==> src/rtl/req_assembler_if.sv <==
// rtl/req_assembler_if.sv - byte-in / frame-out bundle between UART RX, req_assembler and the dispatcher
//
// Signals:
//   rx_byte      [7:0]  byte from the UART RX buffer, valid with rx_done
//   rx_done             one-cycle strobe, new byte available
//   sensor_busy         high while any sensor module is serving a request
//   cmd_out      [7:0]  command byte of the last delivered frame
//   addr_out     [4:0]  sensor address of the last delivered frame
//   req_ready           one-cycle strobe, frame delivered
//   frame_err           one-cycle strobe, frame discarded
//   overrun             one-cycle strobe, byte dropped while a frame was pending
//
// Modports:
//   master - the byte source / frame consumer side (drives rx_byte, rx_done, sensor_busy)
//   slave  - the assembler itself

interface req_assembler_if;
    logic [7:0] rx_byte;
    logic       rx_done;
    logic       sensor_busy;
    logic [7:0] cmd_out;
    logic [4:0] addr_out;
    logic       req_ready;
    logic       frame_err;
    logic       overrun;

    modport master (
        output rx_byte,
        output rx_done,
        output sensor_busy,
        input  cmd_out,
        input  addr_out,
        input  req_ready,
        input  frame_err,
        input  overrun
    );

    modport slave (
        input  rx_byte,
        input  rx_done,
        input  sensor_busy,
        output cmd_out,
        output addr_out,
        output req_ready,
        output frame_err,
        output overrun
    );
endinterface

==> src/rtl/req_assembler.sv <==
// rtl/req_assembler.sv - two-byte request frame assembler (command byte, then address byte)
//
// Parameters:
//   TIMEOUT_CYCLES  max cycles between command and address byte (>= 2)
//   MAX_ADDR        highest populated sensor address (used only with ADDR_CHECK_EN)
//
// Optional feature macro:
//   ADDR_CHECK_EN   when defined, address bytes with rx_byte[7:5] != 0 or
//                   rx_byte[4:0] > MAX_ADDR are rejected with frame_err
//
// Ports:
//   clk    system clock, rising edge
//   reset  synchronous, active-high
//   bus    req_assembler_if.slave (rx_byte/rx_done/sensor_busy in,
//          cmd_out/addr_out/req_ready/frame_err/overrun out)

module req_assembler #(
    parameter int TIMEOUT_CYCLES = 2_500_000,
    parameter int MAX_ADDR       = 8
) (
    input  logic           clk,
    input  logic           reset,
    req_assembler_if.slave bus
);

    localparam int CNT_W = (TIMEOUT_CYCLES > 2) ? $clog2(TIMEOUT_CYCLES) : 1;
    localparam logic [CNT_W-1:0] CNT_LAST = CNT_W'(TIMEOUT_CYCLES - 1);

    localparam logic [1:0] ST_IDLE      = 2'd0;
    localparam logic [1:0] ST_WAIT_ADDR = 2'd1;
    localparam logic [1:0] ST_PENDING   = 2'd2;

    logic [1:0]       state;
    logic [7:0]       cmd_q;
    logic [4:0]       addr_q;
    logic [CNT_W-1:0] cnt;
    logic [7:0]       cmd_out_q;
    logic [4:0]       addr_out_q;
    logic             req_ready_q;
    logic             frame_err_q;
    logic             overrun_q;
    logic             addr_ok;

`ifdef ADDR_CHECK_EN
    logic [31:0] addr_wide;

    always_comb begin
        addr_wide = {27'd0, bus.rx_byte[4:0]};
        addr_ok   = (bus.rx_byte[7:5] == 3'd0) && (addr_wide <= $unsigned(MAX_ADDR));
    end
`else
    // Without the check any 5-bit address is deliverable; MAX_ADDR has no role.
    localparam int unused_max_addr = MAX_ADDR;

    always_comb begin
        addr_ok = 1'b1;
    end
`endif

    always_ff @(posedge clk) begin
        if (reset) begin
            state       <= ST_IDLE;
            cmd_q       <= '0;
            addr_q      <= '0;
            cnt         <= '0;
            cmd_out_q   <= '0;
            addr_out_q  <= '0;
            req_ready_q <= 1'b0;
            frame_err_q <= 1'b0;
            overrun_q   <= 1'b0;
        end else begin
            req_ready_q <= 1'b0;
            frame_err_q <= 1'b0;
            overrun_q   <= 1'b0;

            case (state)
                ST_IDLE: begin
                    if (bus.rx_done) begin
                        cmd_q <= bus.rx_byte;
                        cnt   <= '0;
                        state <= ST_WAIT_ADDR;
                    end
                end

                ST_WAIT_ADDR: begin
                    // A byte arriving on the timeout cycle itself wins over the timeout.
                    if (bus.rx_done) begin
                        if (addr_ok) begin
                            addr_q <= bus.rx_byte[4:0];
                            state  <= ST_PENDING;
                        end else begin
                            frame_err_q <= 1'b1;
                            state       <= ST_IDLE;
                        end
                    end else if (cnt == CNT_LAST) begin
                        frame_err_q <= 1'b1;
                        state       <= ST_IDLE;
                    end else begin
                        cnt <= cnt + CNT_W'(1);
                    end
                end

                ST_PENDING: begin
                    // An overrun cycle defers delivery by one cycle so the three
                    // strobes never coincide.
                    if (bus.rx_done) begin
                        overrun_q <= 1'b1;
                    end else if (!bus.sensor_busy) begin
                        cmd_out_q   <= cmd_q;
                        addr_out_q  <= addr_q;
                        req_ready_q <= 1'b1;
                        state       <= ST_IDLE;
                    end
                end

                default: begin
                    state <= ST_IDLE;
                end
            endcase
        end
    end

    assign bus.cmd_out   = cmd_out_q;
    assign bus.addr_out  = addr_out_q;
    assign bus.req_ready = req_ready_q;
    assign bus.frame_err = frame_err_q;
    assign bus.overrun   = overrun_q;

endmodule

==> src/flat_wrapper.sv <==
// flat-port wrapper written by rule: the top's interface ports become plain ports
module req_assembler_flat 
#(
    parameter int TIMEOUT_CYCLES = 2_500_000,
    parameter int MAX_ADDR       = 8
)
  (clk, reset, bus_rx_byte, bus_rx_done, bus_sensor_busy, bus_cmd_out, bus_addr_out, bus_req_ready, bus_frame_err, bus_overrun);
  req_assembler_if bus_i ();
  input  logic clk;
  input  logic reset;
  input wire logic [$bits(bus_i.rx_byte)-1:0] bus_rx_byte;
  input wire logic [$bits(bus_i.rx_done)-1:0] bus_rx_done;
  input wire logic [$bits(bus_i.sensor_busy)-1:0] bus_sensor_busy;
  output wire logic [$bits(bus_i.cmd_out)-1:0] bus_cmd_out;
  output wire logic [$bits(bus_i.addr_out)-1:0] bus_addr_out;
  output wire logic [$bits(bus_i.req_ready)-1:0] bus_req_ready;
  output wire logic [$bits(bus_i.frame_err)-1:0] bus_frame_err;
  output wire logic [$bits(bus_i.overrun)-1:0] bus_overrun;
  assign bus_i.rx_byte = bus_rx_byte;
  assign bus_i.rx_done = bus_rx_done;
  assign bus_i.sensor_busy = bus_sensor_busy;
  assign bus_cmd_out = bus_i.cmd_out;
  assign bus_addr_out = bus_i.addr_out;
  assign bus_req_ready = bus_i.req_ready;
  assign bus_frame_err = bus_i.frame_err;
  assign bus_overrun = bus_i.overrun;
  req_assembler #(.TIMEOUT_CYCLES(TIMEOUT_CYCLES), .MAX_ADDR(MAX_ADDR)) u_core (.clk(clk), .reset(reset), .bus(bus_i));
endmodule
==> config.mk <==
export PLATFORM = sky130hd
export DESIGN_NAME = req_assembler_flat
export DESIGN_NICKNAME = d
export VERILOG_FILES = /design/src/rtl/req_assembler_if.sv /design/src/rtl/req_assembler.sv /design/src/flat_wrapper.sv
export SDC_FILE = /design/constraint.sdc
export NUM_CORES = 1
export LEC_CHECK = 0
export BUFFER_PORTS_ARGS = -buffer_cell sky130_fd_sc_hd__buf_2
export CORE_MARGIN = 1.5
export CORE_UTILIZATION = 57
export CTS_CLUSTER_SIZE = 8
export DETAILED_ROUTE_END_ITERATION = 8
export HOLD_SLACK_MARGIN = 0.05
export PLACE_DENSITY = 0.78
export SKIP_LAST_GASP = 1
export SLEW_MARGIN = 20
export SYNTH_ARGS = -nofsm -noshare
export SYNTH_HDL_FRONTEND = slang
export SYNTH_SLANG_ARGS = --single-unit
==> constraint.sdc <==
create_clock -name clk -period 2.1 [get_ports clk]
set_input_delay 0.315 -clock clk [delete_from_list [all_inputs] [get_ports clk]]
set_output_delay 0.315 -clock clk [all_outputs]
set_load 0.01 [all_outputs]
==> results.md, run 1 <==
* Worst setup SP type: flip-flop
* Maxcap violations at 0
* Post-Synth Adder-Cell Area at 0.527%
* Comb power frac at 8.6%
* Post-Synth Simple-Gate Area at 28.1%
* Root Buffer: clkbuf_8
* H-tree Lvls at 2
* Clk pin slew, worst setup/hold paths at 100 ps
* Psw at 0.452 mW
* Worst-skew pair later-pin latency at 310 ps
* Fin crit share at 92.2%
* Core footprint at 0.00400 mm2
* Syn avg cell area at 8.10 um2
* Leakage Power at 0.980 nW
* Register bit count reported by yosys at 53
* Sw Ratio at 23.9%
* Final RePlAce weighted congestion at 0.872
* Normalized max-slew margin at 68.7%
* Number of post-CTS setup repair buffers at 0
* Drt drc at 0
* Dpl cells at 363
* Synth warnings at 0
* Vias in the first global route at 1961
* Post-Synthesis Cells at 293
* Crit path kind: flip-flop to flip-flop
* # IOs at 28
* Area of the die at 0.00456 mm2
* Fin cells at 371
* DP Wirelength at 3700 um
* DR vias/cell at 5.91
* Total negative slack at 0 ps
* First-pass GRT wire length at 8920 um
* Critical path's top delay family: simple AND/OR/NAND/NOR gates
* DIE HEIGHT at 67.5 um
* Crit path DAT at 2180 ps
* PwrDens at 706 mW/mm2
* Remaining antenna violation count after routing at 0
* Worst Max-Slew Pin Slew at 470 ps
* Hold Vio Cnt, Final at 0
* CP Max Fanout at 7
* Seq/Total Area, Yosys at 44.7%
* GR Overflow Total at 0
* Largest net degree at the start of global routing at 42
* Total Routing Usage GR at 25.6%
* Worst Hold Depth at 3
* Crit-path max cell delay at 410 ps
* Met2 WL at 2570 um
* CP required at 2340 ps
* Combinational family with the most area after synthesis: simple AND/OR/NAND/NOR gates
* Compound-Gate Fraction of Synth Area at 22.0%
* Final Skew at 6.59 ps
* Layout cell share with drive strength beyond 1 at 16.2%
* Row count at 23
* Max clock buf depth at 2
* DR top layer: met4
* Final nets at 333
* Met1 WL at 2480 um
* Initial Util at 59.3%
* Peak Freq at 516 MHz
* Yosys cell types at 47
* Clock power share at 36.8%
* Mux contribution to synthesized area at 0.422%
* Fin. max-slew vios at 0
* First-pass iteration count of the detailed router at 4
* Initial antenna violation count at 0
* Detailed Route Iter0 Violations at 186
* Sequential Power Share at 54.6%
* Critical Path Stages at 6
* Unrepaired setup endpoints after global routing: no
* Synth Area in XOR/XNOR at 0.369%
* Clk sink count at 53
* TritonCTS buffer count at 5
* Mapped Nets at 306
* Final Power at 1.89 mW
* Max VDD drop at 0.000434 V
* WP buf/inv at 0
* Via count at 2192
* TritonCTS clock tree: done
* # fillers at 358
* Reg2Reg Depth at 6
* Pint at 1.44 mW
* CP max stage cell: dfxtp_1
* Die width at 67.5 um
* Hold Path Class: primary input to flip-flop
* Crit end category: flip-flop
* DR WL met3 at 292 um
* Critical-path cell list: ha_1 -> and4_1 -> and4_2 -> nand3_1 -> or3_1 -> a31oi_1
* Crit path time final at 1940 ps
* Wire per inst at 14.6 um
* Status: finished clean
* Synthesized area at 0.00237 mm2
* Antenna fix cells at 0
* PortBufs at 27
* Final setup fails at 0
* Synthesis-to-finish area growth at 13.0%
* Routed WL at 5410 um
## cell usage in the layout (no fill, tap or decap), drive strengths merged, types with 2 or more instances in the layout
master,netlist,final
a311oi,2,2
dfxtp,53,53
nand2,62,62
nor2,11,11
o31ai,5,5
or3,4,4
o21a,3,3
o2111ai,2,2
nor4,3,3
and3,6,6
and4,2,2
inv,2,2
a21oi,36,36
nand3,20,20
nand2b,3,3
nand4,4,4
clkbuf,13,6
nor3b,2,2
buf,5,38
a31oi,5,5
o211ai,6,6
and2,4,4
nor2b,4,4
nor3,3,3
o21ai,18,18
## flip-flops by register name (all words and copies together), names as in the netlist
register and flops:
u_core.addr_q 5, u_core.bus.overrun 1, u_core.bus.cmd_out 8, u_core.state 2
u_core.bus.addr_out 5, u_core.cnt 22, u_core.bus.frame_err 1, u_core.bus.req_ready 1
u_core.cmd_q 8
## timing repair
action,4_1_cts,5_1_grt
endpoints found under the setup margin,0,1
hold buffers,0,0
gates resized for setup,0,1
## final timing paths
| path | from | end | slack, ps |
|---|---|---|---|
| worst max-delay path | u_core.cnt[0] | u_core.cnt[18] | 160 |
| worst min-delay path | bus_rx_byte[6] | u_core.cmd_q[6] | 240 |
| worst max register to register | u_core.cnt[0] | u_core.cnt[18] | 160 |
| worst min register to register | u_core.cmd_q[3] | u_core.bus.cmd_out[3] | 450 |
## per-layer routing
metal	up-vias	GRT usage, %
met1	1016	33.8
met5	-	0
met2	63	40.9
met4	0	10.2
li1	1104	-
met3	9	5.33
## layout make-up
cell class	instances	area [um2]	share of cell area [%]
Tap cell	50	62.6	2.33
Clock buffer	6	72.6	2.71
Inverter	2	7.51	0.280
Clock inverter	2	38.8	1.45
Sequential cell	53	1060	39.6
Multi-Input combinational cell	220	1220	45.5
Timing Repair Buffer	38	218	8.12
## logic make-up (layout without fill, tap and decap cells)
group	Yosys count	after routing
muxes	1	1
xor gates and xnor gates	1	1
AOI/OAI and AO/OA	85	85
DFF	53	53
adders and majority gates	1	1
buffers and inverters	20	48
and+or+nand+nor	132	132
## power by group through the flow
stage / sequential (mW) / combinational (mW) / clock [mW]
after floorplan: 1.06 / 0.103 / 0
after global placement: 1.06 / 0.160 / 0
after detailed placement: 1.06 / 0.161 / 0
after CTS: 1.03 / 0.162 / 0.704
after global routing: 1.04 / 0.181 / 0.736
final: 1.03 / 0.163 / 0.696
## per-stage QoR
stage	hold WS, ps	utilization [%]	setup slack, ps	cell area, um2
after floorplan	428	-	346	2370
after global placement	436	64.2	221	2570
after detailed placement	444	64.2	152	2570
after CTS	232	67.0	148	2680
after global routing	236	67.0	25.2	2680
final	237	67.0	163	2680
## cell usage after synthesis (all sizes together)
| master | n | area [um2] |
|---|---|---|
| a21o | 1 | 7.51 |
| a21oi | 36 | 180 |
| a311oi | 2 | 17.5 |
| a31oi | 5 | 31.3 |
| a41oi | 1 | 8.76 |
| and2 | 4 | 25.0 |
| and3 | 6 | 37.5 |
| and3b | 1 | 8.76 |
| and4 | 2 | 17.5 |
| and4bb | 1 | 12.5 |
| buf | 5 | 36.3 |
| clkbuf | 13 | 48.8 |
| dfxtp | 53 | 1060 |
| ha | 1 | 12.5 |
| inv | 2 | 7.51 |
| mux2i | 1 | 10.0 |
| nand2 | 62 | 233 |
| nand2b | 3 | 18.8 |
| nand3 | 20 | 100 |
| nand4 | 4 | 31.3 |
| nor2 | 11 | 41.3 |
| nor2b | 4 | 25.0 |
| nor3 | 3 | 15.0 |
| nor3b | 2 | 15.0 |
| nor4 | 3 | 40.0 |
| nor4b | 1 | 15.0 |
| o2111ai | 2 | 17.5 |
| o211ai | 6 | 45.0 |
| o21a | 3 | 22.5 |
| o21ai | 18 | 101 |
| o21bai | 1 | 7.51 |
| o22ai | 1 | 6.26 |
| o311ai | 1 | 8.76 |
| o31ai | 5 | 37.5 |
| o32a | 1 | 10.0 |
| o32ai | 1 | 8.76 |
| o41a | 1 | 11.3 |
| or2 | 1 | 6.26 |
| or3 | 4 | 25.0 |
| xor2 | 1 | 8.76 |
## tightest hold or removal path, cell delays in order
cell and delay [ps]:
buf_2 100, nand2_1 50, a21oi_1 50
Power figures use the tool's default switching activity.
==> run 2: changes to the inputs <==
Settings changed: CELL_PAD_IN_SITES_DETAIL_PLACEMENT set to 0, CELL_PAD_IN_SITES_GLOBAL_PLACEMENT set to 2, CORE_UTILIZATION 57 to 34, PLACE_DENSITY 0.78 to not set, PLACE_DENSITY_LB_ADDON set to 0.1.
==> results.md, run 2 (synthesized netlist as in run 1, its figures left out) <==
* Status: finished clean
* Critical hold path startpoint: bus_rx_byte[5]
* Routed WL at 6220 um
* TritonCTS buffer count at 5
* # IOs at 28
* Wire per inst at 15.4 um
* Crit end category: flip-flop
* CP required at 2330 ps
* Psw at 0.476 mW
* Antenna fix cells at 0
* GR Overflow Total at 0
* Synthesis-to-finish area growth at 14.2%
* Hold Vio Cnt, Final at 0
* Via count at 2133
* Initial antenna violation count at 0
* Post-route cell area at 0.00271 mm2
* Unrepaired setup endpoints after global routing: no
* Normalized max-slew margin at 64.6%
* DP Wirelength at 4310 um
* Worst setup SP type: flip-flop
* Final RePlAce weighted congestion at 0.793
* Sequential Power Share at 57.6%
* Fin cells at 403
* Clk sink count at 53
* Comb power frac at 9.5%
* # fillers at 709
* Sw Ratio at 26.5%
* Post-layout util at 40.1%
* Worst-skew pair later-pin latency at 310 ps
* Fin. max-slew vios at 0
* First-pass iteration count of the detailed router at 4
* Max VDD drop at 0.000282 V
* Max clock buf depth at 2
* Peak Freq at 517 MHz
* Root Buffer: clkbuf_8
* Core footprint at 0.00676 mm2
* Largest net degree at the start of global routing at 42
* Crit path time final at 1930 ps
* DR vias/cell at 5.29
* PwrDens at 662 mW/mm2
* Area of the die at 0.00749 mm2
* Worst Max-Slew Pin Slew at 530 ps
* Final Skew at 8.24 ps
* Hold Path Class: primary input to flip-flop
* PortBufs at 27
* Placed cell area at 0.00262 mm2
* Dpl cells at 395
* Detailed Route Iter0 Violations at 103
* Crit path DAT at 2170 ps
* Max reg flops at 22
* Clock power share at 32.9%
* Crit path kind: flip-flop to flip-flop
* Total Routing Usage GR at 17.9%
* Layout cell share with drive strength beyond 1 at 17.0%
* CP Max Fanout at 7
* Drt drc at 0
* Fin crit share at 92.0%
* Initial Util at 35.1%
* Leakage Power at 0.974 nW
* Most frequent cells in the layout: nand2_1, dfxtp_1, a21oi_1
* Cts hold-fix bufs at 0
* Maxcap violations at 0
* Row count at 30
* Final Power at 1.80 mW
* Final nets at 335
* Biggest register: u_core.cnt
* DIE HEIGHT at 86.6 um
* Die width at 86.6 um
* R2R Path Start: u_core.cnt[0]
* Remaining antenna violation count after routing at 0
* Pint at 1.32 mW
* Commonest non-fill, non-tap cell in the layout: nand2_1
* Vias in the first global route at 2002
* H-tree Lvls at 2
* Final setup fails at 0
* Total negative slack at 0 ps
* Clk pin slew, worst setup/hold paths at 100 ps
* TritonCTS clock tree: done
* Crit path from: u_core.cnt[0]
* First-pass GRT wire length at 10400 um
run 2: changes by cell type in the layout (fill, tap and decap cells not counted), sizes merged:
cell      delta
clkinvlp     +2
buf          +2
bufinv       -1
clkinv       -1
run 2: metal layers:
metal	GRT usage, %	vias to the layer above	share of wire [%]
li1	-	1105	-
met1	25.4	982	51
met2	27.9	39	45
met3	3.43	7	3.4
met4	4.25	0	0.92
met5	0	-	0
run 2: worst paths after layout:
check	end	slack, ps	depth (start not counted)
hold reg to reg	u_core.bus.cmd_out[2]	460	2
setup reg to reg	u_core.cnt[14]	170	6
setup / recovery	u_core.cnt[14]	170	6
hold / removal	u_core.cmd_q[5]	240	3
run 2: worst max-delay path, cell delays in order, from the launching register on:
cell,delay (ps)
dfxtp_1,400
ha_1,220
and4_2,320
and4_2,320
nand3_1,110
or3_1,310
a31oi_1,180
run 2: power groups by stage:
stage	sequential (mW)	combinational, mW	clock [mW]
after floorplan	1.06	0.103	0
after global placement	1.06	0.174	0
after detailed placement	1.06	0.174	0
after CTS	1.03	0.174	0.618
after global routing	1.04	0.192	0.657
final	1.03	0.171	0.591
run 2: layout make-up:
class | count | area (um2) | area share, %
clock inverters | 2 | 15.0 | 0.554
flip-flops and latches | 53 | 1060 | 39.1
inverters | 2 | 7.51 | 0.277
clock buffers | 6 | 72.6 | 2.68
repair buffers | 40 | 233 | 8.58
well taps | 80 | 100 | 3.69
multi-input cells | 220 | 1220 | 45.1
run 2: timing repair:
action	in CTS	in global routing
endpoints found under the setup margin	0	2
buffers inserted	0	0
resized for setup	0	2
run 2: stage by stage:
| stage | hold slack (ps) | setup slack [ps] |
|---|---|---|
| 6_report | 235 | 167 |
| 3_5_place_dp | 442 | 137 |
| 2_1_floorplan | 428 | 346 |
| 5_1_grt | 223 | 38.6 |
| 3_3_place_gp | 440 | 200 |
| 4_1_cts | 230 | 98.6 |
==> run 3: changes to the inputs <==
Settings changed: RECOVER_POWER set to 100.
==> results.md, run 3 (synthesized netlist as in run 1, its figures left out) <==
* Worst Max-Slew Pin Slew at 752 ps
* Top cell by count, worst path: nand2_1
* DIE HEIGHT at 86.6 um
* Commonest non-fill, non-tap cell in the layout: nand2_1
* TritonCTS buffer count at 5
* Crit path time final at 1970 ps
* WP buf/inv at 1
* Hold Vio Cnt, Final at 0
* Critical hold path startpoint: bus_rx_byte[5]
* Fin crit share at 93.7%
* Fin cells at 403
* Row count at 30
* Hold Path End: u_core.cmd_q[5]
* PwrDens at 668 mW/mm2
* First-pass GRT wire length at 10400 um
* Biggest register: u_core.cnt
* Routed WL at 6270 um
* Min Hold Slack at 237 ps
* Post-layout util at 39.6%
* Remaining antenna violation count after routing at 0
* Most frequent cells in the layout: nand2_1, dfxtp_1, a21oi_1
* Core footprint at 0.00676 mm2
* CP required at 2360 ps
* Maxcap violations at 0
* Drt drc at 0
* Pre-CTS setup slack at 137 ps
* PortBufs at 27
* Hold Path Class: primary input to flip-flop
* CP max stage cell: o41a_1
* DR vias/cell at 5.41
* DP Wirelength at 4310 um
* Crit path DAT at 2220 ps
* # IOs at 28
* Worst setup SP type: flip-flop
* Number of post-CTS setup repair buffers at 0
* Final nets at 335
* Detailed Route Iter0 Violations at 122
* Peak Freq at 508 MHz
* Clk pin slew, worst setup/hold paths at 100 ps
* CP Max Fanout at 12
* Largest net degree at the start of global routing at 42
* Max clock buf depth at 2
* Via count at 2181
* Setup WS post-layout at 133 ps
* Die width at 86.6 um
* Reg2reg end: u_core.cnt[21]
* Clk sink count at 53
* # fillers at 721
* Synthesis-to-finish area growth at 12.6%
* Leakage Power at 0.890 nW
* Dpl cells at 395
* Crit path kind: flip-flop to flip-flop
* Initial Util at 35.1%
* Crit-path max cell delay at 450 ps
* Resized cells post-CTS at 0
* Placed cell area at 0.00262 mm2
* Area of the die at 0.00749 mm2
* First-pass iteration count of the detailed router at 6
* Final RePlAce weighted congestion at 0.793
* Antenna fix cells at 0
* R2R Path Start: u_core.cnt[0]
* Normalized max-slew margin at 49.9%
* Final Power at 1.79 mW
* Root Buffer: clkbuf_8
* R2R Setup Slk at 130 ps
* Cts hold-fix bufs at 0
* Status: finished clean
* Final Skew at 6.93 ps
* Crit end category: flip-flop
* H-tree Lvls at 2
* Layout cell share with drive strength beyond 1 at 11.1%
* TritonCTS clock tree: done
* Unrepaired setup endpoints after global routing: no
* Fin. max-slew vios at 0
* Worst-skew pair later-pin latency at 310 ps
* Post-route cell area at 0.00267 mm2
* Total negative slack at 0 ps
* Total Routing Usage GR at 17.9%
* Final setup fails at 0
* GR Overflow Total at 0
* Critical path's top delay family: compound AO/OA/AOI/OAI gates
* Initial antenna violation count at 0
* Wire per inst at 15.5 um
* Critical-path cell list: ha_1 -> and4_2 -> nand2_1 -> o21ai_1 -> clkbuf_2 -> o41a_1 -> nand2_1
* Worst Hold Depth at 3
* Vias in the first global route at 2002
* Max VDD drop at 0.000279 V
* Max reg flops at 22
* Reg2Reg Depth at 7
run 3: cell types whose count changed in the layout (fill, tap and decap cells not counted), sizes merged:
cell    previous run  this run
buf               40        18
clkbuf             6        28
run 3: worst min-delay path, cell delays in order:
cell     delay [ps]
buf_2           100
nand2_1          50
a21oi_1          50
run 3: per-layer routing:
metal  vias up  global-route usage [%]  wire length, um
met5         -                       0                0
met4         0                    4.25               57
met1      1025                    25.4             3190
met3         7                    3.43              198
met2        43                    27.9             2820
li1       1106                       -                -
run 3: where the power goes:
part           internal [mW]  total, mW  leakage (nW)  switching (mW)
logic                 0.0530      0.162         0.424           0.109
clock network          0.236      0.590        0.0374           0.354
registers               1.02       1.03         0.429          0.0110
run 3: worst max-delay path by stage:
| stage | to | startpoint | slack, ps | cells past startpoint |
|---|---|---|---|---|
| final | u_core.cnt[21] | u_core.cnt[0] | 130 | 7 |
| after global routing | u_core.cnt[21] | u_core.state[0] | 30 | 6 |
| after CTS | u_core.cnt[14] | u_core.cnt[0] | 100 | 6 |
| after detailed placement | u_core.cnt[18] | u_core.cnt[0] | 140 | 6 |
| after global placement | u_core.cnt[14] | u_core.cnt[0] | 200 | 6 |
| after floorplan | u_core.cnt[14] | u_core.cnt[0] | 350 | 8 |
run 3: cell type report:
class	count	area, um2	area share, %
Clock buffer	6	72.6	2.72
Sequential cell	53	1060	39.7
Timing Repair Buffer	40	194	7.26
Clock inverter	2	15.0	0.562
Inverter	2	7.51	0.281
Tap cell	80	100	3.75
Multi-Input combinational cell	220	1220	45.7
